File: src/rtl/bcd_7seg.sv
// Registered BCD-to-seven-segment decoder for one display digit.
// Lamp test overrides blanking, which overrides the decoded digit. Polarity inversion is
// applied to the final registered pattern, so reset, lamp test and blank all follow it.
module bcd_7seg #(
  parameter bit ACTIVE_LOW = 1'b0,  // 1: invert every segment bit (common anode)
  parameter bit HEX_EN     = 1'b0   // 1: codes 10-15 show A,b,C,d,E,F instead of erroring
) (
  input  logic       clk_i,
  input  logic       rst_ni,
  input  logic [3:0] bcd_i,
  input  logic       lamp_test_i,
  input  logic       blank_i,
  output logic [6:0] seg_o,
  output logic       err_o
);

  localparam logic [6:0] PolMask = {7{ACTIVE_LOW}};

  // Returns {invalid, pattern} with the pattern in active-high {a..g} form.
  function automatic logic [7:0] decode_digit(input logic [3:0] code);
    logic [7:0] res;
    case (code)
      4'd0:    res = {1'b0, 7'h7E};
      4'd1:    res = {1'b0, 7'h30};
      4'd2:    res = {1'b0, 7'h6D};
      4'd3:    res = {1'b0, 7'h79};
      4'd4:    res = {1'b0, 7'h33};
      4'd5:    res = {1'b0, 7'h5B};
      4'd6:    res = {1'b0, 7'h5F};
      4'd7:    res = {1'b0, 7'h70};
      4'd8:    res = {1'b0, 7'h7F};
      4'd9:    res = {1'b0, 7'h7B};
      4'd10:   res = HEX_EN ? {1'b0, 7'h77} : {1'b1, 7'h00};
      4'd11:   res = HEX_EN ? {1'b0, 7'h1F} : {1'b1, 7'h00};
      4'd12:   res = HEX_EN ? {1'b0, 7'h4E} : {1'b1, 7'h00};
      4'd13:   res = HEX_EN ? {1'b0, 7'h3D} : {1'b1, 7'h00};
      4'd14:   res = HEX_EN ? {1'b0, 7'h4F} : {1'b1, 7'h00};
      4'd15:   res = HEX_EN ? {1'b0, 7'h47} : {1'b1, 7'h00};
      // Unreachable for 2-state codes; matches the invalid-code result.
      default: res = {1'b1, 7'h00};
    endcase
    return res;
  endfunction

  logic [6:0] seg_d, seg_q;
  logic       err_d, err_q;
  logic [6:0] pattern;
  logic [7:0] dec;

  // Priority mux: lamp test > blank > decode, then output polarity.
  always_comb begin
    dec     = decode_digit(bcd_i);
    pattern = 7'h00;
    err_d   = 1'b0;
    if (lamp_test_i) begin
      pattern = 7'h7F;
    end else if (blank_i) begin
      pattern = 7'h00;
    end else begin
      pattern = dec[6:0];
      err_d   = dec[7];
    end
    seg_d = pattern ^ PolMask;
  end

  // Output register; reset drives every segment dark in the selected polarity.
  always_ff @(posedge clk_i or negedge rst_ni) begin
    if (!rst_ni) begin
      seg_q <= PolMask;
      err_q <= 1'b0;
    end else begin
      seg_q <= seg_d;
      err_q <= err_d;
    end
  end

  assign seg_o = seg_q;
  assign err_o = err_q;

endmodule

File: config.mk
export PLATFORM = sky130hd
export DESIGN_NAME = bcd_7seg
export DESIGN_NICKNAME = d
export VERILOG_FILES = /design/src/rtl/bcd_7seg.sv
export SDC_FILE = /design/constraint.sdc
export NUM_CORES = 1
export LEC_CHECK = 0
export CAP_MARGIN = 20
export CORE_AREA = 2 2 39 41
export DETAILED_ROUTE_END_ITERATION = 7
export DIE_AREA = 0 0 41 43
export DONT_BUFFER_PORTS = 1
export PLACE_DENSITY = 0.54
export SYNTH_ARGS = -nofsm -noshare
export SYNTH_HDL_FRONTEND = slang
export SYNTH_SLANG_ARGS = --single-unit
File: constraint.sdc
create_clock -name clk_i -period 0.8 [get_ports clk_i]
set_input_delay 0.16 -clock clk_i [delete_from_list [all_inputs] [get_ports clk_i]]
set_output_delay 0.16 -clock clk_i [all_outputs]
set_load 0.01 [all_outputs]
After elaboration in Yosys (flattened, before gate mapping)
Memories as Yosys holds them, arrays and structs flattened.
Cells that the tools add are included.
{"block": "op_classes", "mux": 4}
{"cell": "7-bit 2-to-1 mux", "count": 2}
{"cell": "1-bit 2-to-1 mux", "count": 2}
{"block": "word_totals", "in_bits": 8, "memories": 1, "reg_bits": 8, "rom_bits": 128, "word_cells": 7}
{"name": "(no name shown)", "depth": 16, "word_bits": 8, "read_ports": 1, "rd_ports_with_merged_regs": 0, "write_ports": 0, "line_no": "22", "rtl": "case (code)"}

Longest topological paths before layout
Gate-level depths: netlist of run 1.
An unclocked memory read counts as a cell.
{"block": "logic_depth", "word_depth": 3, "mapped_depth": 5, "depth_no_buf": 5}

Least setup slack after synthesis of run 1
No wires, ideal clock.
{"block": "synth_timing", "path_kind": "input -> register", "from": "in bcd_i[0]", "to": "reg seg_q[3], in the netlist seg_o[3]", "setup_ps": 124, "path_slack_ps": -258, "arrival_ps": 934, "stages": 4, "cell_sequence": "inv_1 ha_1 and4_1 a211o_1"}
{"block": "synth_via", "elab_chain_len": 3}
{"item": "from (decl)", "line_no": "10", "rtl": "input logic [3:0] bcd_i,"}
{"item": "memory read 16 x 8 bit"}
{"item": "7-bit 2-to-1 mux", "line_no": "57", "rtl": "end else if (blank_i) begin"}
{"item": "7-bit 2-to-1 mux", "line_no": "55", "rtl": "if (lamp_test_i) begin"}
{"item": "net pattern[3]", "line_no": "47", "rtl": "logic [6:0] pattern;"}
{"item": "to (signal assigned)", "line_no": "69", "rtl": "seg_q <= PolMask;"}
{"item": "to (signal assigned)", "line_no": "72", "rtl": "seg_q <= seg_d;"}
{"item": "to (decl)", "line_no": "45", "rtl": "logic [6:0] seg_d, seg_q;"}
The timed path passes the listed nets, and every way through them passes these cells.

Final worst setup path of run 1
{"block": "layout_timing", "from": "reg seg_q[5], in the netlist seg_o[5]", "to": "out seg_o[5]"}
{"item": "to (decl)", "line_no": "13", "rtl": "output logic [6:0] seg_o,"}
No word-level cell between the ends.

==> flow_metrics.py, run 1 <==
metrics = {
    "placement": {
        "place_hpwl_um": 714,
        "pre_cts_ws_ns": -0.0983,
        "globalplace.congestion": 0.849,
        "placedCellCount": 57,
        "portBuffers": 0,
    },
    "synthesis": {
        "synth_xor_area_share_pct": 1.93,
        "synth_top_family_by_area": "compound AO/OA/AOI/OAI gates",
        "yosys_warnings": 0,
        "syn_inst": 43,
        "synth_commonest_cells": "dfrtp_1, ha_1, inv_1",
        "synth_edf_count": 0,
        "synth_top_cell_area_share_pct": 44.1,
        "synth_largest_area_cell": "dfrtp_1",
        "synth.most_common_cell": "dfrtp_1",
        "synth_flop_cell": "dfrtp_1",
        "synth_fa_ha_area_share_pct": 13.8,
        "netlist_area_um2": 454,
        "synth-seq-cells": 8,
        "synthArstFlopShare_pct": 100,
        "synthMuxAreaShare_pct": 4.68,
        "synth-simple-area-share_pct": 12.4,
        "synth-compound-area-share_pct": 15.7,
        "ys_types": 20,
        "synth_seq_area_share_pct": 44.1,
        "synth_nets": 56,
        "synth_area_leaders": "dfrtp_1, ha_1, a211o_1, a21oi_1, o21ai_0",
        "avgSynthCellArea_um2": 10.6,
    },
    "global_route": {
        "grt_pass1_vias": 317,
        "grt_pass1_wl_mm": 1.35,
        "grt_use_total_pct": 11.5,
        "grt_overflow": 0,
        "antenna_found_initial": 0,
        "grt_max_degree": 10,
    },
    "route": {
        "ant_nets": 0,
        "drc_errors": 0,
        "drt_iter0_markers": 7,
        "firstDrtPassIters": 5,
        "wirelength_um": 878,
        "viasPerCell": 5.23,
        "detail_route.wl_per_cell_um": 14.4,
        "vias": 319,
    },
    "cells_and_area": {
        "stdcell_count": 61,
        "num_antenna_cells": 0,
        "nets": 60,
        "areaGrowthSynthToFinish_pct": 16.5,
        "fill_cells": 139,
        "postLayoutCoreUtil_pct": 38.2,
        "drive_above_1_share_pct": 22.2,
    },
    "timing": {
        "hold_viol_final": 1,
        "whs_ns": -0.0159,
        "setup_tns_ns": -0.0282,
        "setup_viol": 5,
        "rsz0062_at_grt": "yes",
        "slew_violations": 0,
        "worstMarginPinSlew_ns": 0.345,
        "fin_crit_sh_pct": 101,
        "relSlewSlack_pct": 76.9,
        "fmax_mhz": 1240,
        "period_needed_ns": 0.809,
        "setup_ws_ns": -0.00871,
    },
    "floorplanning": {
        "initial_core_util_pct": 32.8,
        "std_cell_rows": 14,
        "dieArea_um2": 1760,
        "die_w_um": 41,
        "core_region_area_um2": 1380,
        "io_pins": 16,
        "die_h_um": 43,
    },
    "cts": {
        "clock_sinks": 8,
        "cts_tree": "done",
        "cts_root_buffer": "clkbuf_4",
        "cts_buffers": 3,
        "ctsResizeCount": 0,
        "postCtsSetupRepairBufs": 0,
        "cts_hold_buf": 1,
        "clk_path_buf_depth": 2,
        "cts_htree_levels": 1,
        "clk_pin_slew_worst_paths_ns": 0.05,
    },
    "run_status": {
        "outcome": "finished with violations",
        "violations": "hold timing, setup timing",
    },
    "run": {
        "drv_cap": 0,
    },
    "critical_path": {
        "start_kind": "flip-flop",
        "endpoint_kind": "primary output",
        "critPathArrivalTime_ns": 0.65,
        "path_class": "flip-flop to primary output",
        "cp.required_ns": 0.64,
        "critPathMaxFanout": 1,
    },
    "power_and_ir_drop": {
        "p_leak_nw": 0.235,
        "p_total_w": 0.000862,
        "power_per_cell_area_nw_per_um2": 1630,
        "ir_worst_vdd_mv": 0.437,
    },
    "hold_path": {
        "worstHoldPathType": "input pin to flip-flop",
    },
}
## cells by family after synthesis
family,after synthesis
adders and majority gates,5
and+or+nand+nor,9
buffers and inverters,7
AOI/OAI and AO/OA,11
muxes,2
DFF,8
xor gates and xnor gates,1
## cell type report
class	count	area [um2]	share of cell area, %
tap	16	20.0	3.78
clock buffer	3	22.5	4.26
multi-input combinational	28	233	44.0
sequential	8	200	37.8
timing repair buffer	1	10.0	1.89
inverter	5	43.8	8.27
## routing by layer
| metal | GRT usage, % | routed length (um) |
|---|---|---|
| met5 | 0 | 0 |
| met4 | 10.0 | 0 |
| met3 | 2.62 | 112 |
| met2 | 15.9 | 435 |
| met1 | 13.9 | 331 |
## power breakdown
| group | switching, W | total (W) | internal (W) |
|---|---|---|---|
| clock network | 0.000120 | 0.000290 | 0.000170 |
| registers | 0.0000261 | 0.000460 | 0.000434 |
| logic | 0.0000526 | 0.000112 | 0.0000590 |
| total | 0.000198 | 0.000862 | 0.000664 |
## final timing paths
check	slack, ns	to	depth (start not counted)	from
max	-0.009	seg_o[5]	0	seg_o[5]
min	-0.02	err_o	1	blank_i
max in group asynchronous	0.29	seg_o[2]	1	rst_ni
min in group asynchronous	0.25	err_o	1	rst_ni
## through the flow
step | hold slack, ns | area (um2)
final | -0.0159 | 529
after global routing | -0.0228 | 529
after floorplan | -0.136 | 499
after detailed placement | -0.135 | 497
after CTS | -0.0275 | 529
after global placement | -0.135 | 497
## registers in the layout (all words and copies together) (netlist names)
register,cells
seg_o,7
err_o,1
## cell usage in the layout (no fill, tap or decap), drive strengths merged
master       instances
xor2                 1
nor4b                1
o21ai                3
clkbuf               3
mux2i                1
o21bai               1
dlygate4sd3          1
dfrtp                8
nor4                 1
nor2                 3
a211o                3
mux2                 1
inv                  5
ha                   5
a21oi                3
a31oi                1
or2                  1
and4                 1
nor2b                2
## repair_timing
| action | 4_1_cts | 5_1_grt |
|---|---|---|
| gates cloned | 0 | 0 |
| endpoints found under the hold margin | 9 | 1 |
| endpoints found under the setup margin | 8 | 8 |
No activity file was read; power rests on OpenSTA's default activity.
==> run 2: changes to the inputs <==
--- a/config.mk
+++ b/config.mk
@@ -10,6 +10,7 @@
 export DETAILED_ROUTE_END_ITERATION = 7
 export DIE_AREA = 0 0 41 43
 export DONT_BUFFER_PORTS = 1
+export HOLD_SLACK_MARGIN = 0.12
 export PLACE_DENSITY = 0.54
 export SYNTH_ARGS = -nofsm -noshare
 export SYNTH_HDL_FRONTEND = slang
==> run 2 against run 1 <==
Net effect: the run still ends with hold timing, setup timing left; sequential power about the same; critical path depth unchanged; sequential share of layout area stayed put; clock power hardly changed; setup slack stayed put; flip-flop and latch count stayed put; clock-buffer cell count is the same; total power unchanged; combinational power is essentially flat; cell area stayed put; die area did not move; largest power group unchanged.
==> flow_metrics.py, run 2 (synthesis gave the netlist of run 1 again) <==
metrics = {
    "route": {
        "firstDrtPassIters": 5,
        "detail_route.wl_per_cell_um": 14.4,
        "wirelength_um": 878,
        "vias": 319,
        "ant_nets": 0,
        "viasPerCell": 5.23,
        "drt_iter0_markers": 7,
        "drc_errors": 0,
    },
    "floorplanning": {
        "initial_core_util_pct": 32.8,
        "die_h_um": 43,
        "std_cell_rows": 14,
        "dieArea_um2": 1760,
        "core_region_area_um2": 1380,
        "io_pins": 16,
        "die_w_um": 41,
    },
    "placement": {
        "portBuffers": 0,
        "place_hpwl_um": 714,
        "globalplace.congestion": 0.849,
        "placedCellCount": 57,
        "post_dp_cell_area_um2": 497,
    },
    "timing": {
        "relSlewSlack_pct": 76.9,
        "whs_ns": -0.0159,
        "period_needed_ns": 0.809,
        "fin_crit_sh_pct": 101,
        "setup_viol": 5,
        "hold_viol_final": 1,
        "setup_tns_ns": -0.0282,
        "rsz0062_at_grt": "yes",
        "slew_violations": 0,
        "fmax_mhz": 1240,
        "worstMarginPinSlew_ns": 0.345,
        "setup_ws_ns": -0.00871,
    },
    "power_and_ir_drop": {
        "switchingPower_w": 0.000198,
        "p_total_w": 0.000862,
        "swShare_pct": 23.0,
        "pwr-share-comb_pct": 12.9,
        "power_frac_seq_pct": 53.4,
        "ir_worst_vdd_mv": 0.437,
        "p_leak_nw": 0.235,
        "pwr-share-clk_pct": 33.7,
        "internal_power_w": 0.000664,
        "power_per_cell_area_nw_per_um2": 1630,
    },
    "cts": {
        "cts_tree": "done",
        "cts_hold_buf": 1,
        "cts_htree_levels": 1,
        "cts_root_buffer": "clkbuf_4",
        "ctsResizeCount": 0,
        "postCtsSetupRepairBufs": 0,
        "clk_pin_slew_worst_paths_ns": 0.05,
        "clock_sinks": 8,
        "clk_path_buf_depth": 2,
        "cts_buffers": 3,
    },
    "critical_path": {
        "critPathArrivalTime_ns": 0.65,
        "endpoint_kind": "primary output",
        "path_class": "flip-flop to primary output",
        "cp.required_ns": 0.64,
        "start_kind": "flip-flop",
        "critPathMaxFanout": 1,
    },
    "global_route": {
        "grt_overflow": 0,
        "grt_max_degree": 10,
        "antenna_found_initial": 0,
        "grt_pass1_vias": 315,
        "grt_use_total_pct": 11.5,
        "grt_pass1_wl_mm": 1.35,
    },
    "cells_and_area": {
        "fin_area_um2": 529,
        "drive_above_1_share_pct": 22.2,
        "final_common_cell": "dfrtp_1",
        "areaGrowthSynthToFinish_pct": 16.5,
        "num_antenna_cells": 0,
        "stdcell_count": 61,
        "largest_reg_flops": 7,
        "nets": 60,
        "final_cell_mix": "dfrtp_1, ha_1",
    },
    "run_status": {
        "outcome": "finished with violations",
        "violations": "hold timing, setup timing",
    },
    "hold_path": {
        "worstHoldPathType": "input pin to flip-flop",
    },
    "run": {
        "drv_cap": 0,
    },
}
run 2: routing by layer:
metal	global-route usage [%]	up-vias	part of all wire, %
li1	-	152	-
met1	13.9	138	38
met2	15.9	29	50
met3	2.62	0	13
met4	10.0	0	0
met5	0	-	0
run 2: metrics by stage:
step           setup WS (ns)  util [%]
4_1_cts              -0.0253      38.2
3_3_place_gp         -0.0800      35.9
5_1_grt              -0.0458      38.2
6_report            -0.00871      38.2
2_1_floorplan        -0.0573         -
3_5_place_dp         -0.0983      35.9
run 2: worst paths after layout:
| kind | start | endpoint | cells after the start |
|---|---|---|---|
| hold / removal | blank_i | err_o | 1 |
| max in group asynchronous | rst_ni | seg_o[2] | 1 |
| setup / recovery | seg_o[5] | seg_o[5] | 0 |
| min in group asynchronous | rst_ni | err_o | 1 |
run 2: final cells by class:
class,count,area [um2]
sequential,8,200
multi-input combinational,28,233
tap,16,20.0
inverter,5,43.8
timing repair buffer,1,10.0
clock buffer,3,22.5
fill,139,855
run 2: power by group through the flow:
stage | registers (W) | clock network (W) | logic, W
6_report | 0.000460 | 0.000290 | 0.000112
3_3_place_gp | 0.000465 | 0 | 0.0000995
3_5_place_dp | 0.000468 | 0 | 0.0000998
4_1_cts | 0.000461 | 0.000309 | 0.000112
2_1_floorplan | 0.000463 | 0 | 0.0000999
5_1_grt | 0.000463 | 0.000335 | 0.000127
